File: config.mk
export PLATFORM = sky130hd
export DESIGN_NAME = dbus_simple_master_flat
export DESIGN_NICKNAME = d
export VERILOG_FILES = /design/src/rtl/dbus_simple_master_if.sv /design/src/rtl/dbus_simple_master.sv /design/src/flat_wrapper.sv
export SDC_FILE = /design/constraint.sdc
export NUM_CORES = 1
export LEC_CHECK = 0
export ABC_AREA = 1
export CORE_UTILIZATION = 48
export CTS_CLUSTER_SIZE = 30
export DETAILED_ROUTE_END_ITERATION = 8
export PLACE_DENSITY = 0.8
export REMOVE_ABC_BUFFERS = 1
export SYNTH_ARGS = -nofsm -noshare
export SYNTH_HDL_FRONTEND = slang
export SYNTH_SLANG_ARGS = --single-unit
File: constraint.sdc
create_clock -name clk -period 2.2 [get_ports clk]
set_input_delay 0.44 -clock clk [delete_from_list [all_inputs] [get_ports clk]]
set_output_delay 0.44 -clock clk [all_outputs]
set_load 0.01 [all_outputs]
File: src/rtl/dbus_simple_master_if.sv
// Request-side and dBus signals of dbus_simple_master bundled into one interface.
// The master modport is the initiator's view; slave is the memory stage plus responder view.
interface dbus_simple_master_if;
   logic        req_valid;
   logic        req_ready;
   logic        req_wr;
   logic [31:0] req_addr;
   logic [31:0] req_wdata;
   logic [1:0]  req_size;
   logic        req_unsigned;
   logic        done_valid;
   logic [31:0] done_rdata;
   logic        done_trap;
   logic        done_error;
   logic        dBus_cmd_valid;
   logic        dBus_cmd_ready;
   logic        dBus_cmd_payload_wr;
   logic [31:0] dBus_cmd_payload_address;
   logic [31:0] dBus_cmd_payload_data;
   logic [1:0]  dBus_cmd_payload_size;
   logic        dBus_rsp_ready;
   logic [31:0] dBus_rsp_data;
   logic        dBus_rsp_error;

   modport master (
      input  req_valid, req_wr, req_addr, req_wdata, req_size, req_unsigned,
      input  dBus_cmd_ready, dBus_rsp_ready, dBus_rsp_data, dBus_rsp_error,
      output req_ready, done_valid, done_rdata, done_trap, done_error,
      output dBus_cmd_valid, dBus_cmd_payload_wr, dBus_cmd_payload_address,
      output dBus_cmd_payload_data, dBus_cmd_payload_size
   );

   modport slave (
      output req_valid, req_wr, req_addr, req_wdata, req_size, req_unsigned,
      output dBus_cmd_ready, dBus_rsp_ready, dBus_rsp_data, dBus_rsp_error,
      input  req_ready, done_valid, done_rdata, done_trap, done_error,
      input  dBus_cmd_valid, dBus_cmd_payload_wr, dBus_cmd_payload_address,
      input  dBus_cmd_payload_data, dBus_cmd_payload_size
   );
endinterface

File: src/rtl/dbus_simple_master.sv
// Single-outstanding dBus initiator: issues load/store commands and returns aligned, extended load data.
// Define DBUS_SIMPLE_MASTER_MISALIGN_TRAP_EN to trap misaligned and illegal-size requests.
module dbus_simple_master #(
   parameter int unsigned RSP_TIMEOUT = 255
) (
   input logic clk,
   input logic reset,
   dbus_simple_master_if.master bus
);

   typedef enum logic [1:0] {IDLE, CMD, RSP, DONE} state_t;

   localparam logic [31:0] TimeoutLast = 32'(RSP_TIMEOUT - 1);

   state_t      state;
   logic [1:0]  addrLow;
   logic [1:0]  sizeReg;
   logic        unsignedReg;
   logic [31:0] rspCount;
   logic        reqTrap;
   logic [1:0]  reqSizeEff;

   function automatic logic [31:0] replicateData(input logic [31:0] data, input logic [1:0] size);
      logic [31:0] result;
      case (size)
         2'd0:    result = {4{data[7:0]}};
         2'd1:    result = {2{data[15:0]}};
         default: result = data;
      endcase
      return result;
   endfunction

   // Bytes shifted past lane 3 by a misaligned offset simply fall off the top.
   function automatic logic [31:0] extractLoad(input logic [31:0] raw, input logic [1:0] offset,
                                               input logic [1:0] size, input logic isUnsigned);
      logic [31:0] shifted;
      logic [31:0] result;
      shifted = raw >> {offset, 3'b000};
      case (size)
         2'd0:    result = isUnsigned ? {24'd0, shifted[7:0]} : {{24{shifted[7]}}, shifted[7:0]};
         2'd1:    result = isUnsigned ? {16'd0, shifted[15:0]} : {{16{shifted[15]}}, shifted[15:0]};
         default: result = shifted;
      endcase
      return result;
   endfunction

   always_comb begin
      reqTrap = 1'b0;
`ifdef DBUS_SIMPLE_MASTER_MISALIGN_TRAP_EN
      case (bus.req_size)
         2'd1:    reqTrap = bus.req_addr[0];
         2'd2:    reqTrap = |bus.req_addr[1:0];
         2'd3:    reqTrap = 1'b1;
         default: reqTrap = 1'b0;
      endcase
`endif
   end

   assign reqSizeEff = (bus.req_size == 2'd3) ? 2'd2 : bus.req_size;

   // All outputs are registered and updated together with the state transition.
   always_ff @(posedge clk) begin
      if (reset) begin
         state                        <= IDLE;
         addrLow                      <= 2'd0;
         sizeReg                      <= 2'd0;
         unsignedReg                  <= 1'b0;
         rspCount                     <= 32'd0;
         bus.req_ready                <= 1'b1;
         bus.done_valid               <= 1'b0;
         bus.done_rdata               <= 32'd0;
         bus.done_trap                <= 1'b0;
         bus.done_error               <= 1'b0;
         bus.dBus_cmd_valid           <= 1'b0;
         bus.dBus_cmd_payload_wr      <= 1'b0;
         bus.dBus_cmd_payload_address <= 32'd0;
         bus.dBus_cmd_payload_data    <= 32'd0;
         bus.dBus_cmd_payload_size    <= 2'd0;
      end else begin
         bus.done_valid <= 1'b0;
         case (state)
            IDLE: begin
               if (bus.req_valid) begin
                  bus.req_ready <= 1'b0;
                  addrLow       <= bus.req_addr[1:0];
                  sizeReg       <= reqSizeEff;
                  unsignedReg   <= bus.req_unsigned;
                  if (reqTrap) begin
                     state          <= DONE;
                     bus.done_valid <= 1'b1;
                     bus.done_trap  <= 1'b1;
                     bus.done_error <= 1'b0;
                     bus.done_rdata <= 32'd0;
                  end else begin
                     state                        <= CMD;
                     bus.dBus_cmd_valid           <= 1'b1;
                     bus.dBus_cmd_payload_wr      <= bus.req_wr;
                     bus.dBus_cmd_payload_address <= bus.req_addr;
                     bus.dBus_cmd_payload_data    <= replicateData(bus.req_wdata, reqSizeEff);
                     bus.dBus_cmd_payload_size    <= reqSizeEff;
                  end
               end
            end
            CMD: begin
               if (bus.dBus_cmd_ready) begin
                  bus.dBus_cmd_valid <= 1'b0;
                  if (bus.dBus_cmd_payload_wr) begin
                     state          <= DONE;
                     bus.done_valid <= 1'b1;
                     bus.done_trap  <= 1'b0;
                     bus.done_error <= 1'b0;
                     bus.done_rdata <= 32'd0;
                  end else begin
                     state    <= RSP;
                     rspCount <= 32'd0;
                  end
               end
            end
            RSP: begin
               if (bus.dBus_rsp_ready) begin
                  state          <= DONE;
                  bus.done_valid <= 1'b1;
                  bus.done_trap  <= 1'b0;
                  bus.done_error <= bus.dBus_rsp_error;
                  bus.done_rdata <= bus.dBus_rsp_error ? 32'd0
                                    : extractLoad(bus.dBus_rsp_data, addrLow, sizeReg, unsignedReg);
               end else if ((RSP_TIMEOUT != 0) && (rspCount == TimeoutLast)) begin
                  state          <= DONE;
                  bus.done_valid <= 1'b1;
                  bus.done_trap  <= 1'b0;
                  bus.done_error <= 1'b1;
                  bus.done_rdata <= 32'd0;
               end else begin
                  rspCount <= rspCount + 32'd1;
               end
            end
            DONE: begin
               state          <= IDLE;
               bus.req_ready  <= 1'b1;
               bus.done_trap  <= 1'b0;
               bus.done_error <= 1'b0;
               bus.done_rdata <= 32'd0;
            end
            default: state <= IDLE;
         endcase
      end
   end

endmodule

File: src/flat_wrapper.sv
// flat-port wrapper written by rule: the top's interface ports become plain ports
module dbus_simple_master_flat 
#(
   parameter int unsigned RSP_TIMEOUT = 255
)
  (clk, reset, bus_req_valid, bus_req_wr, bus_req_addr, bus_req_wdata, bus_req_size, bus_req_unsigned, bus_dBus_cmd_ready, bus_dBus_rsp_ready, bus_dBus_rsp_data, bus_dBus_rsp_error, bus_req_ready, bus_done_valid, bus_done_rdata, bus_done_trap, bus_done_error, bus_dBus_cmd_valid, bus_dBus_cmd_payload_wr, bus_dBus_cmd_payload_address, bus_dBus_cmd_payload_data, bus_dBus_cmd_payload_size);
  dbus_simple_master_if bus_i ();
  input logic clk;
  input logic reset;
  input wire logic [$bits(bus_i.req_valid)-1:0] bus_req_valid;
  input wire logic [$bits(bus_i.req_wr)-1:0] bus_req_wr;
  input wire logic [$bits(bus_i.req_addr)-1:0] bus_req_addr;
  input wire logic [$bits(bus_i.req_wdata)-1:0] bus_req_wdata;
  input wire logic [$bits(bus_i.req_size)-1:0] bus_req_size;
  input wire logic [$bits(bus_i.req_unsigned)-1:0] bus_req_unsigned;
  input wire logic [$bits(bus_i.dBus_cmd_ready)-1:0] bus_dBus_cmd_ready;
  input wire logic [$bits(bus_i.dBus_rsp_ready)-1:0] bus_dBus_rsp_ready;
  input wire logic [$bits(bus_i.dBus_rsp_data)-1:0] bus_dBus_rsp_data;
  input wire logic [$bits(bus_i.dBus_rsp_error)-1:0] bus_dBus_rsp_error;
  output wire logic [$bits(bus_i.req_ready)-1:0] bus_req_ready;
  output wire logic [$bits(bus_i.done_valid)-1:0] bus_done_valid;
  output wire logic [$bits(bus_i.done_rdata)-1:0] bus_done_rdata;
  output wire logic [$bits(bus_i.done_trap)-1:0] bus_done_trap;
  output wire logic [$bits(bus_i.done_error)-1:0] bus_done_error;
  output wire logic [$bits(bus_i.dBus_cmd_valid)-1:0] bus_dBus_cmd_valid;
  output wire logic [$bits(bus_i.dBus_cmd_payload_wr)-1:0] bus_dBus_cmd_payload_wr;
  output wire logic [$bits(bus_i.dBus_cmd_payload_address)-1:0] bus_dBus_cmd_payload_address;
  output wire logic [$bits(bus_i.dBus_cmd_payload_data)-1:0] bus_dBus_cmd_payload_data;
  output wire logic [$bits(bus_i.dBus_cmd_payload_size)-1:0] bus_dBus_cmd_payload_size;
  assign bus_i.req_valid = bus_req_valid;
  assign bus_i.req_wr = bus_req_wr;
  assign bus_i.req_addr = bus_req_addr;
  assign bus_i.req_wdata = bus_req_wdata;
  assign bus_i.req_size = bus_req_size;
  assign bus_i.req_unsigned = bus_req_unsigned;
  assign bus_i.dBus_cmd_ready = bus_dBus_cmd_ready;
  assign bus_i.dBus_rsp_ready = bus_dBus_rsp_ready;
  assign bus_i.dBus_rsp_data = bus_dBus_rsp_data;
  assign bus_i.dBus_rsp_error = bus_dBus_rsp_error;
  assign bus_req_ready = bus_i.req_ready;
  assign bus_done_valid = bus_i.done_valid;
  assign bus_done_rdata = bus_i.done_rdata;
  assign bus_done_trap = bus_i.done_trap;
  assign bus_done_error = bus_i.done_error;
  assign bus_dBus_cmd_valid = bus_i.dBus_cmd_valid;
  assign bus_dBus_cmd_payload_wr = bus_i.dBus_cmd_payload_wr;
  assign bus_dBus_cmd_payload_address = bus_i.dBus_cmd_payload_address;
  assign bus_dBus_cmd_payload_data = bus_i.dBus_cmd_payload_data;
  assign bus_dBus_cmd_payload_size = bus_i.dBus_cmd_payload_size;
  dbus_simple_master #(.RSP_TIMEOUT(RSP_TIMEOUT)) u_core (.clk(clk), .reset(reset), .bus(bus_i));
endmodule
Yosys cells after proc, flatten, opt, wreduce, memory -nomap -nowiden
Index checks and enable logic that the tools add are counted.
{"block": "word_totals", "mem_count": 0, "latchBits": 0, "elab_cells": 83, "regBits": 141, "ram_bits": 0, "in_bits": 106, "romBits": 0}
{"block": "op_classes", "n_mux": 40, "div_mod_pow": 0, "bitwise": 1, "addsub": 1, "magnitude_cmp": 0, "mul": 0, "shift": 1, "n_eq_ne": 14, "reduce_logical": 12}
{"cell": "2-to-1 mux 32 bit", "count": 11}
{"cell": "case mux 32 bit (2 select lines)", "count": 3}
{"cell": "case mux 32 bit (3 select lines)", "count": 1}
{"cell": "adder 32 x 1 -> 32 bit (second input constant)", "count": 1}
{"cell": "equality test 32 x 8 -> 1 bit (second input constant)", "count": 1}
{"cell": ">> shifter 32 x 5 -> 32 bit", "count": 1}
{"cell": "2-to-1 mux 1 bit", "count": 14}
{"cell": "2-to-1 mux 2 bit", "count": 5}
{"cell": "!= test 2 bit (second input constant)", "count": 5}
{"cell": "case mux 2 bit (4 select lines)", "count": 1}
{"cell": "equality test 2 x 1 -> 1 bit (second input constant)", "count": 3}
{"cell": "equality test 2 bit (second input constant)", "count": 3}
{"cell": "logical NOT 2 bit", "count": 3}
{"cell": "case mux 1 bit (2 select lines)", "count": 3}
{"cell": "case mux 1 bit (3 select lines)", "count": 2}
{"cell": "AND reduction 3 bit", "count": 2}
{"cell": "nonzero test 2 bit", "count": 3}
{"cell": "AND reduction 5 bit", "count": 1}
{"cell": "AND reduction 2 bit", "count": 2}
{"cell": "AND reduction 4 bit", "count": 1}
{"cell": "!= test 3 x 2 -> 1 bit (second input constant)", "count": 1}
{"cell": "!= test 2 x 1 -> 1 bit (second input constant)", "count": 1}
{"cell": "NOT 1 bit", "count": 1}

Longest topological paths before layout
{"block": "depth", "ltp_word": 6, "depth_mapped": 14}

Least setup slack after synthesis
No wires, ideal clock.
{"block": "synth_path", "kind": "register -> register", "startpoint": "register u_core.state[1]", "endpoint": "register u_core.rspCount[13]", "path_slack_ns": 0.440, "required_ns": 2.130, "t_arrival_ns": 1.689, "path_stages_with_launch": 12, "cell_sequence": "dfxtp_1 > inv_1 > ha_1 > inv_1 > nor2_1 > inv_1 > nand2_1 > a21oi_2 > buf_2 > buf_4 > nand3_1 > a21oi_1"}
{"block": "synth_via", "elab_chain_cells": 3}
{"element": "start, declared", "line": "dbus_simple_master.sv:15", "source": "state_t state;"}
{"element": "start signal, assigned", "line": "dbus_simple_master.sv:64", "source": "state <= IDLE;"}
{"element": "start signal, assigned", "line": "dbus_simple_master.sv:89", "source": "state <= DONE;"}
{"element": "start signal, assigned", "line": "dbus_simple_master.sv:95", "source": "state <= CMD;"}
{"element": "equality test 2 bit / equality test 2 x 1 -> 1 bit (equally long branches)", "line": "dbus_simple_master.sv:81", "source": "case (state)"}
{"element": "!= test 2 bit (no source line) / nonzero test 2 bit (equally long branches)"}
{"element": "AND reduction 5 bit (no source line)"}
{"element": "end signal, assigned", "line": "dbus_simple_master.sv:134", "source": "rspCount <= rspCount + 32'd1;"}
{"element": "end, declared", "line": "dbus_simple_master.sv:19", "source": "logic [31:0] rspCount;"}
Several ways; a longest one is shown, not always the timed one.
A chain may end at the register's enable or synchronous reset.

Worst setup path in the final report
{"block": "layout_path", "startpoint": "register u_core.bus.dBus_cmd_payload_address[0]", "endpoint": "output port bus_dBus_cmd_payload_address[0]"}
{"element": "start, declared", "line": "dbus_simple_master_if.sv:29", "source": "output dBus_cmd_valid, dBus_cmd_payload_wr, dBus_cmd_payload_address,"}
{"element": "start signal, assigned", "line": "dbus_simple_master.sv:98", "source": "bus.dBus_cmd_payload_address <= bus.req_addr;"}
{"element": "end, declared", "line": "flat_wrapper.sv:27", "source": "output wire logic [$bits(bus_i.dBus_cmd_payload_address)-1:0] bus_dBus_cmd_payload_address;"}
No word-level cell between the ends.

==> results.toml <==
[pwr]
pwr-share-comb = 0.444
clockPowerShare = 0.257
switching_power_uw = 4530
peakVddDrop_uv = 812
p_leak_uw = 0.00403
switching_share = 0.385
p_seq_frac = 0.299
internal_power_uw = 7240
p_per_area_nw_per_um2 = 1150

[placed_design]
postPlaceCellArea_um2 = 9570
io_buffers = 208
hpwl_mm = 15.8
dp_cells = 1512
preCtsSetupSlack_ns = 0.112
gp_routability_congestion = 0.924

[drt]
drc = 5
dr.pass1.iters = 9
wl_per_cell_um = 14.4
vias = 7992
antenna_left = 0
finalWirelength_mm = 22.2
routed_via_density = 5.18
first_iter_violations = 595

[grt]
grt_overflow = 0
grt_first_pass_wirelength_mm = 36.3
grt_max_degree = 76
antenna_found_initial = 0
first_global_vias = 7606
grtUsageTotal = 0.288

[clock_network]
cts_buffers = 17
cts_root_buf = "clkbuf_16"
cts_tree = "built"
cts_sinks = 138
clk_latency_ns = 0.43
cts.path.max_buffers = 2
clk_pin_slew_ns = 0.06
postCtsSetupBuffers = 0
holdBufCountCts = 0
htreeDepth = 4

[synthesis]
netlist_area_um2 = 7340
synth_top_area_share = 0.376
synth_area_leader_cell = "dfxtp_1"
synth-edff-count = 0
synth_top_flop_cell = "dfxtp_1"
synth-simple-area-share = 0.357
synth_cell_types = 36
synth-compound-area-share = 0.160
synth_top_family_by_area = "simple AND/OR/NAND/NOR gates"
muxShareOfSynthArea = 0.00136
ys_warn_count = 0
synth_common_cells = "nand2_1, nor2_1, dfxtp_1"
syn_inst = 1164
ys_seq_area_frac = 0.376
postSynth.asyncResetShare = 0
yosys.area_share.adder = 0.0102
synth.avg_cell_area_um2 = 6.31
synth.most_common_cell = "nand2_1"
synth-seq-cells = 138
synth_area_leaders = "dfxtp_1, nand2_1, nor2_1"
yosys.area_share.xor_xnor = 0.00597

[floorplan]
die-area_um2 = 15800
rows = 44
die_h_um = 126
core_area_um2 = 14700
ios = 210
die_w_um = 126
initial_utilization = 0.499

[cells_and_area]
drive_gt1_frac = 0.0596
layout.nets = 1459
final_cells = 1544
antennaDiodeCount = 0
n_fill_cell = 1305
area_delta_synth_final_pct = 38.9
fin_area_um2 = 10200

[setup_path]
worstPathCellList = "buf_6 > clkdlybuf4s50_1"
slowest_stage = "clkdlybuf4s50_1"
cp_data_arrival_time_ns = 1.60
cp-end-kind = "output pin"
cp-start-kind = "register"
cpPeakStageDelay_ns = 0.58
critical_path.max_fanout = 35
crit_type = "register to output pin"
crit_required_ns = 1.76

[sta]
drv_slew = 0
finalHoldViolations = 0
finalSetupViolCount = 0
rsz0062_at_grt = "no"
setup_slack_ns = 0.164
min_period_over_period = 0.925
worst_pin_slew_ns = 0.689
skew_ns = 0.0100
fmax_ghz = 0.491
layout_min_cycle_time_ns = 2.04
fin_tns_setup_ns = 0
slew_headroom = 0.539
hold-worst-slack_ns = 0.332

[hold_path]
worstHoldPathType = "primary input to register"

[run]
max_cap_violations = 0

[status]
violations = "DRC"
outcome = "finished with violations"
==> power groups by stage <==
stage / sequential, µW / combinational, µW / clock [µW]
6_report: 3510 / 5230 / 3030
5_1_grt: 3590 / 5760 / 3200
4_1_cts: 3510 / 5220 / 3060
3_5_place_dp: 3560 / 5180 / 0
3_3_place_gp: 3540 / 5130 / 0
2_1_floorplan: 3820 / 2380 / 0
==> layout make-up <==
class / count / area, µm² / share of cell area
Multi-Input combinational cell: 875 / 3940 / 0.386
Sequential cell: 138 / 2760 / 0.271
Tap cell: 184 / 230 / 0.0226
Clock buffer: 19 / 453 / 0.0444
Inverter: 85 / 322 / 0.0316
Clock inverter: 13 / 168 / 0.0165
Timing Repair Buffer: 230 / 2320 / 0.228
==> cells in the final DEF (no fill, tap or decap), types with 5 or more instances in the layout <==
cell type        count
nand4_1              9
nand3_1             68
nand2_1            315
clkbuf_16           17
a22oi_1              8
nand2_2              5
clkdlybuf4s50_1    207
o21ai_0            106
buf_12               6
ha_1                 6
nor2_1             226
buf_4               15
a21oi_1             91
inv_1               77
o221ai_1             8
dfxtp_1            138
inv_2                7
==> path summary, 6_finish.rpt <==
kind                                                from                             endpoint  slack (ns)  cells after the start
hold reg to reg      u_core.bus.dBus_cmd_payload_data[1]  u_core.bus.dBus_cmd_payload_data[1]        0.47                      2
setup / recovery  u_core.bus.dBus_cmd_payload_address[0]      bus_dBus_cmd_payload_address[0]        0.16                      2
setup reg to reg                         u_core.state[1]                  u_core.rspCount[19]        0.23                     12
hold / removal                                     reset                u_core.bus.done_valid        0.33                      4
==> stage by stage <==
stage,utilization,total power [µW]
after CTS,0.693,11800
after global routing,0.693,12500
after global placement,0.651,8670
final,0.693,11800
after floorplan,-,6200
after detailed placement,0.651,8740
==> kinds of logic after synthesis <==
| family | after synthesis |
|---|---|
| AO/OA/AOI/OAI | 220 |
| XOR/XNOR | 5 |
| adder cells (fa/ha/maj) | 6 |
| buffers and inverters | 151 |
| flip-flops | 138 |
| multiplexers | 1 |
| other | 1 |
| AND/OR/NAND/NOR | 642 |
==> routing by layer <==
metal / track usage / up-vias / share of wire
met5: 0 / - / 0
met4: 0.103 / 0 / 0.020
met3: 0.106 / 33 / 0.092
met2: 0.492 / 274 / 0.47
met1: 0.330 / 3591 / 0.41
li1: - / 4094 / -
==> worst max-delay path, delay by kind of cell (launching register included) <==
family                 cells  cell delay [ns]
buffers and inverters      2             0.82
flip-flops                 1             0.34
==> repair_timing <==
item,CTS,global route
gates resized for setup,0,1
endpoints found under the setup margin,0,1
endpoints found under the hold margin,0,0
==> registers in the layout, indices dropped and copies added (netlist names) <==
register,count
u_core.bus.dBus_cmd_payload_data,32
u_core.sizeReg,2
u_core.bus.dBus_cmd_valid,1
u_core.bus.done_valid,1
u_core.rspCount,32
u_core.bus.dBus_cmd_payload_address,32
u_core.bus.req_ready,1
u_core.bus.done_rdata,32
u_core.bus.done_error,1
u_core.unsignedReg,1
u_core.bus.dBus_cmd_payload_wr,1
u_core.state,2
No activity file was read; power rests on OpenSTA's default activity.
